### config.mk
export PLATFORM = sky130hd
export DESIGN_NAME = mem_port_streamer
export DESIGN_NICKNAME = d
export VERILOG_FILES = /design/src/rtl/mem_port_pkg.sv /design/src/rtl/mem_port_storage.sv /design/src/rtl/mem_port_streamer.sv
export SDC_FILE = /design/constraint.sdc
export NUM_CORES = 1
export LEC_CHECK = 0
export ABC_AREA = 0
export CAP_MARGIN = 10
export CELL_PAD_IN_SITES_DETAIL_PLACEMENT = 1
export CELL_PAD_IN_SITES_GLOBAL_PLACEMENT = 2
export CORE_MARGIN = 1.5
export CORE_UTILIZATION = 37
export DETAILED_ROUTE_END_ITERATION = 10
export PLACE_DENSITY = 0.87
export SLEW_MARGIN = 10
export SYNTH_ARGS = -nofsm -noshare
export SYNTH_HDL_FRONTEND = slang
export SYNTH_SLANG_ARGS = --single-unit
### constraint.sdc
create_clock -name clk -period 82.7 [get_ports clk]
set_input_delay 16.54 -clock clk [delete_from_list [all_inputs] [get_ports clk]]
set_output_delay 16.54 -clock clk [all_outputs]
set_load 0.005 [all_outputs]
### src/rtl/mem_port_pkg.sv
// Shared defaults, index-width helper and FSM state encoding for the
// memory-port streamer.
package mem_port_pkg;

    localparam int DEF_NUM_WORDS = 10;
    localparam int DEF_WORD_W    = 32;

    // An index needs at least one bit even for a degenerate word count.
    function automatic int idx_width(input int num_words);
        return (num_words > 1) ? $clog2(num_words) : 1;
    endfunction

    typedef enum logic [1:0] {
        IDLE   = 2'd0,
        STREAM = 2'd1,
        FINISH = 2'd2
    } state_t;

endpackage

### src/rtl/mem_port_storage.sv
// Word register array: all words are loaded in parallel on wr_en, and one
// word is read combinationally by index.
module mem_port_storage #(
    parameter int NUM_WORDS = 10,
    parameter int WORD_W    = 32,
    parameter int IDX_W     = 4
) (
    input  logic                        clk,
    input  logic                        wr_en,
    input  logic [NUM_WORDS*WORD_W-1:0] wr_data,
    input  logic [IDX_W-1:0]            rd_idx,
    output logic [WORD_W-1:0]           rd_data
);

    logic [WORD_W-1:0] word_arr [NUM_WORDS];

    // Contents carry no reset; they are only meaningful after a capture.
    for (genvar gi = 0; gi < NUM_WORDS; gi++) begin : g_word
        logic [WORD_W-1:0] word_reg;

        always_ff @(posedge clk) begin
            if (wr_en) begin
                word_reg <= wr_data[gi*WORD_W +: WORD_W];
            end
        end

        assign word_arr[gi] = word_reg;
    end

    // Indices beyond the array (non power-of-two sizes) read as zero.
    assign rd_data = (int'(rd_idx) < NUM_WORDS) ? word_arr[rd_idx] : '0;

endmodule

### src/rtl/mem_port_streamer.sv
// Captures a packed word array on start and streams it out one word per
// accepted handshake, keeping a wrapping running sum of the burst.
module mem_port_streamer
    import mem_port_pkg::*;
#(
    parameter  int NUM_WORDS = DEF_NUM_WORDS,
    parameter  int WORD_W    = DEF_WORD_W,
    localparam int IDX_W     = idx_width(NUM_WORDS)
) (
    input  logic                        clk,
    input  logic                        rst,
    input  logic [NUM_WORDS*WORD_W-1:0] arr_in,
    input  logic                        start,
    output logic                        busy,
    output logic                        out_valid,
    input  logic                        out_ready,
    output logic [WORD_W-1:0]           out_data,
    output logic [IDX_W-1:0]            out_idx,
    output logic                        out_last,
    output logic [WORD_W-1:0]           sum,
    output logic                        done
);

    state_t            state_reg, state_next;
    logic [IDX_W-1:0]  idx_reg, idx_next;
    logic [WORD_W-1:0] sum_reg, sum_next;
    logic [WORD_W-1:0] rd_data;
    logic              capture;
    logic              is_last;
    logic              xfer;

    mem_port_storage #(
        .NUM_WORDS (NUM_WORDS),
        .WORD_W    (WORD_W),
        .IDX_W     (IDX_W)
    ) u_storage (
        .clk     (clk),
        .wr_en   (capture),
        .wr_data (arr_in),
        .rd_idx  (idx_reg),
        .rd_data (rd_data)
    );

    assign is_last = (idx_reg == IDX_W'(NUM_WORDS - 1));
    assign xfer    = (state_reg == STREAM) && out_ready;

    always_comb begin
        state_next = state_reg;
        idx_next   = idx_reg;
        sum_next   = sum_reg;
        capture    = 1'b0;
        case (state_reg)
            IDLE: begin
                if (start) begin
                    capture    = 1'b1;
                    idx_next   = '0;
                    sum_next   = '0;
                    state_next = STREAM;
                end
            end
            STREAM: begin
                if (xfer) begin
                    sum_next = sum_reg + rd_data;
                    // The index parks on the last word rather than wrapping.
                    if (is_last) begin
                        state_next = FINISH;
                    end else begin
                        idx_next = idx_reg + IDX_W'(1);
                    end
                end
            end
            FINISH: begin
                state_next = IDLE;
            end
            default: begin
                state_next = IDLE;
            end
        endcase
    end

    always_ff @(posedge clk) begin
        if (rst) begin
            state_reg <= IDLE;
            idx_reg   <= '0;
            sum_reg   <= '0;
        end else begin
            state_reg <= state_next;
            idx_reg   <= idx_next;
            sum_reg   <= sum_next;
        end
    end

    assign out_valid = (state_reg == STREAM);
    assign busy      = out_valid;
    assign out_last  = out_valid && is_last;
    assign out_data  = out_valid ? rd_data : '0;
    assign out_idx   = idx_reg;
    assign sum       = sum_reg;
    assign done      = (state_reg == FINISH);

endmodule

; After elaboration in Yosys (flattened, before gate mapping)
; Cells that the tools add are included.
[totals]
regBits = 358
in_bits = 324
out_inout_bits = 72
word_cells = 50
[classes]
addsub = 2
magnitude_cmp = 2
n_eq_ne = 7
n_mux = 18
bitwise_logic = 1
n_reduce_logical = 7
[ops]
columns = operator, count
row1 = two-way mux 32 bit, 6
row2 = binary-select mux 32 bit (select 4 bit), 1
row3 = case mux 32 bit (2 select lines), 1
row4 = adder 32 bit, 1
row5 = two-way mux 4 bit, 3
row6 = case mux 4 bit (2 select lines), 1
row7 = two-way mux 2 bit, 3
row8 = AND reduction 3 bit, 2
row9 = >= comparator 5 bit (second input constant), 1
row10 = inverter 4 -> 5 bit, 1
row11 = adder 4 x 1 -> 4 bit (second input constant), 1
row12 = == test 4 bit (second input constant), 1
row13 = less-than comparator 4 bit (second input constant), 1
row14 = inequality test 2 x 1 -> 1 bit (second input constant), 2
row15 = inequality test 2 bit (second input constant), 2
row16 = case mux 2 bit (2 select lines), 1
row17 = AND reduction 4 bit, 1
row18 = == test 2 x 1 -> 1 bit (second input constant), 1
row19 = == test 2 bit (second input constant), 1
row20 = logical AND 1 bit, 2
row21 = zero test 2 bit, 1
row22 = two-way mux 1 bit, 2
row23 = nonzero test 2 bit, 1

; Longest topological paths before layout
[depth]
ltp_word = 8
ltp_mapped = 23

; Modules after synthesis
; From an unflattened synthesis, not the netlist that was laid out.
[unflattened]
hier_cells = 1013
area_unflattened_um2 = 15466.1
[modules_own_cells]
columns = module, n_inst, cells_per_inst, area_each_um2, seq_area_each_um2
row1 = mem_port_storage, 1, 640, 12399.4, 9609.2
row2 = mem_port_streamer, 1, 373, 3066.7, 760.7

; Worst setup path after synthesis
; No wires, ideal clock.
[synth_timing]
kind = input port to flip-flop
start = input start
end = register sum_reg[30], in the netlist sum[30]
arrival_time_ps = 41563
t_required_ps = 82574
path_slack_ps = 41011
path_stages = 6
path_buffers = 1
cell_sequence = nor3b_1 -> nand2b_1 -> nor2_1 -> clkbuf_1 -> a22oi_1 -> nand3_1
[synth_between]
elab_chain_cells = 2
[synth_lines]
columns = element, line_no
row1 = start: declaration, mem_port_streamer.sv:13  ; input logic start,
row2 = inequality test 2 bit (no source line), --
row3 = AND reduction 3 bit (no source line), --
row4 = end signal: assignment, mem_port_streamer.sv:89  ; sum_reg <= sum_next;
row5 = end: declaration, mem_port_streamer.sv:26  ; logic [WORD_W-1:0] sum_reg, sum_next;
; Every way passes these cells.
; A chain may end at the register's enable or synchronous reset.

; Final worst setup path
[layout_timing]
start = register idx_reg[1], in the netlist out_idx[1]
end = output out_data[20]
[layout_between]
elab_chain_cells = 6
word_cells_on_any_way = 7
[layout_lines]
columns = element, line_no
row1 = start: declaration, mem_port_streamer.sv:25  ; logic [IDX_W-1:0] idx_reg, idx_next;
row2 = start signal: assignment, mem_port_streamer.sv:88  ; idx_reg <= idx_next;
row3 = inverter 4 -> 5 bit (not written as such), mem_port_storage.sv:31  ; assign rd_data = (int'(rd_idx) < NUM_WORDS) ? word_arr[rd_idx] : '0;
row4 = binary-select mux 32 bit (select 4 bit), mem_port_storage.sv:31
row5 = two-way mux 32 bit (not written as such) (2 in a row), mem_port_storage.sv:31
row6 = two-way mux 32 bit (*), mem_port_storage.sv:31
row7 = two-way mux 32 bit (*), mem_port_streamer.sv:96  ; assign out_data = out_valid ? rd_data : '0;
row8 = end: declaration, mem_port_streamer.sv:17  ; output logic [WORD_W-1:0] out_data,
; Mark *: on every way between the ends. The rest lies on a longest branch, timed or not. The select of a mux whose other input is x is not followed.

==> reports/summary.txt <==
min-delay src = sum[25]
initial antenna violation count = 1
commonest non-fill, non-tap cell in the layout = clkdlybuf4s50_1
sequential power share = 0.474
Gate power share = 0.124
Worst setup SP type = flip-flop
synth unique cells = 79
Slowest-stage cell, CP = or3b_2
Mapped Cells = 1053
EDFF count, synth = 320
Crit Reg-Reg Endpoint = sum[30]
clock power share = 0.402
Num CTS Buffers = 42
fmax = 48.7 MHz
critical-path maximum fanout = 48
gr usage total = 0.221
most frequent cells in the layout = 395 x clkdlybuf4s50_1, 320 x edfxtp_1, 72 x mux2i_1
reg2reg path depth = 17
clk slew on worst S/H paths = 60 ps
TritonCTS clock tree = yes
CTS Hold Bufs = 0
ANT nets after route = 0
first-pass GRT wire length = 72400 um
critical path's largest stage delay = 850 ps
Residual DRC = 0
drt first-iter violations = 603
clock tree root buffer cell = clkbuf_16
Worst-Skew Late Latency = 570 ps
switch share = 0.236
Syn Area/Cell = 15.2 um2
setup slack after layout = 62150 ps
slew margin rel. = 0.222
total grt overflow = 0
setup repair after global routing missed its margin = no
flop-to-flop setup slack = 76460 ps
via count = 10693
Initial Util = 0.378
Post-Syn Area = 16000 um2
Die X = 211 um
Critical Path AT = 4010 ps
worst-path cell chain = buf_4, or3b_2, o22ai_1, and2_1, clkdlybuf4s50_1
power per cell area = 20.7 nW/um2
leakage = 7.46 nW
DRT Pass-1 Iters = 5
sequential share of the synthesized area = 0.649
buffers added on ports = 395
detailed placement HPWL = 35200 um
cell family with most CP delay = simple AND/OR/NAND/NOR gates
clock skew = 18.2 ps
Buf+Inv Stages, Crit Path = 2
H-tree depth = 2
Max Cap Viol = 0
core area = 42200 um2
Final Hold Vio Count = 0
Routed Wire Length = 48800 um
Resized cells post-CTS = 0
Worst Hold Slack = 488 ps
Worst Hold Path EP = sum[25]
FF+latch count, synth = 358
share of cells above drive strength 1 = 0.111
Peak VDD IR = 0.0149 mV
Min Clock Period, post-route = 20550 ps
Slew Limit Fails = 0
via/cell ratio = 5.28
status = finished, final reports clean
Int Pwr = 0.345 mW
Die Y = 211 um
area grow syn2layout = 36.3%
# rows = 75
Setup Fix Bufs, Post-CTS = 0
clock sinks = 358
critical path class = flip-flop to output pin
post-synth net total = 1397
TNS Setup = 0 ps
Hold Crit Depth = 2
WL per Instance = 24.1 um
Final Setup Violations = 0
worst hold path type = flip-flop to flip-flop
Crit. End Element = output pin
Async SR Flop Fraction = 0
YS warnings = 0
CTS Buffer Depth = 3
NetSw = 0.107 mW
CP required = 66160 ps
Final Cycle Share = 0.248
Top Ports = 396
top_reg_cell synth = edfxtp_1
worst slew pin tran = 1170 ps
Place WS = 62190 ps
largest net degree at the start of global routing = 149
full die area = 44400 um2
routability cong. = 0.791
max reg flops = 320
vias in the first global route = 11703
FF-to-FF Start = out_idx[1]
fin nets = 1796
worst max path at each step:
stage / start / to / slack [ps] / cells past startpoint
5_1_grt: out_idx[1] / out_data[20] / 61800 / 5
4_1_cts: out_idx[1] / out_data[20] / 62030 / 5
6_report: out_idx[1] / out_data[20] / 62150 / 5
2_1_floorplan: start / sum[30] / 41010 / 6
3_3_place_gp: start / u_storage.g_word[0].word_reg[11] / 62380 / 5
3_5_place_dp: start / u_storage.g_word[0].word_reg[11] / 62190 / 5
final cells by class:
type | count | area (um2)
antenna | 2 | 5.00
multi-input combinational | 621 | 5250
clock inverter | 27 | 235
inverter | 22 | 82.6
timing repair buffer | 407 | 4060
clock buffer | 48 | 1090
fill | 4174 | 20500
sequential | 358 | 10400
tap | 539 | 674
power by group through the flow:
stage	sequential [mW]	clock [mW]	combinational, mW
6_report	0.214	0.181	0.0560
5_1_grt	0.215	0.191	0.0608
4_1_cts	0.214	0.186	0.0568
3_5_place_dp	0.217	0	0.0564
3_3_place_gp	0.216	0	0.0551
2_1_floorplan	0.222	0	0.0277
cells by family after synthesis:
| logic type | share of synthesized area |
|---|---|
| AO/OA/AOI/OAI | 0.0881 |
| multiplexers | 0.128 |
| XOR/XNOR | 0.0186 |
| flip-flops | 0.649 |
| AND/OR/NAND/NOR | 0.0693 |
| buffers and inverters | 0.0228 |
| adder cells (fa/ha/maj) | 0.0240 |
synthesized netlist by cell type, types with 5 or more instances:
| master | number | area [um2] |
|---|---|---|
| edfxtp_1 | 320 | 9610 |
| mux2i_1 | 72 | 721 |
| nor2_1 | 65 | 244 |
| mux4_2 | 50 | 1130 |
| a21oi_1 | 42 | 210 |
| o21ai_0 | 39 | 195 |
| dfxtp_1 | 38 | 761 |
| nand2_1 | 34 | 128 |
| and2_1 | 28 | 175 |
| xnor2_1 | 24 | 210 |
| clkbuf_1 | 23 | 86.3 |
| inv_1 | 21 | 78.8 |
| ha_1 | 19 | 238 |
| o22ai_1 | 19 | 119 |
| a22oi_1 | 15 | 113 |
| nor3_1 | 14 | 70.1 |
| or3_1 | 13 | 81.3 |
| nand3_1 | 11 | 55.1 |
| buf_1 | 10 | 37.5 |
| xor2_1 | 10 | 87.6 |
| a31oi_1 | 8 | 50.1 |
| maj3_1 | 8 | 80.1 |
| nand2b_1 | 8 | 50.1 |
| nor2b_1 | 8 | 50.1 |
| o211ai_1 | 8 | 60.1 |
| a211oi_1 | 7 | 52.6 |
| buf_4 | 7 | 52.6 |
| nor3b_1 | 7 | 52.6 |
| o22a_1 | 7 | 61.3 |
| or2_2 | 7 | 43.8 |
| a21o_1 | 6 | 45.0 |
| a22o_1 | 6 | 52.6 |
| buf_2 | 6 | 30.0 |
| mux2_2 | 6 | 67.6 |
| mux4_1 | 5 | 131 |
| o21a_1 | 5 | 37.5 |
worst register-to-register path, cell delays in order (launching register included):
cell and delay, ps:
dfxtp_4 470, buf_4 400, or3b_2 980, o22ai_1 390, ha_1 270, inv_1 70, fa_1 410, nand3b_1 200
a21oi_1 340, o221ai_1 230, o41ai_1 430, nor4_2 140, o31ai_2 550, nand3_1 290, a41oi_2 320, o41ai_1 130
or4b_1 480, nand3_1 100
metal layers:
layer	routed length [um]	global-route usage	part of all wire
met5	0	0	0
met1	19200	0.264	0.39
met3	2580	0.0476	0.053
met2	25100	0.384	0.51
met4	1860	0.0978	0.038
metrics by stage:
stage               power, mW  area (um2)   util  std cells
floorplan               0.250       16000      -       1053
global placement        0.272       20400  0.484       1947
detailed placement      0.274       20400  0.484       1947
CTS                     0.456       21800  0.515       2022
global route            0.466       21800  0.516       2023
finish                  0.451       21800  0.516       2024
No activity file was read; power rests on OpenSTA's default activity.
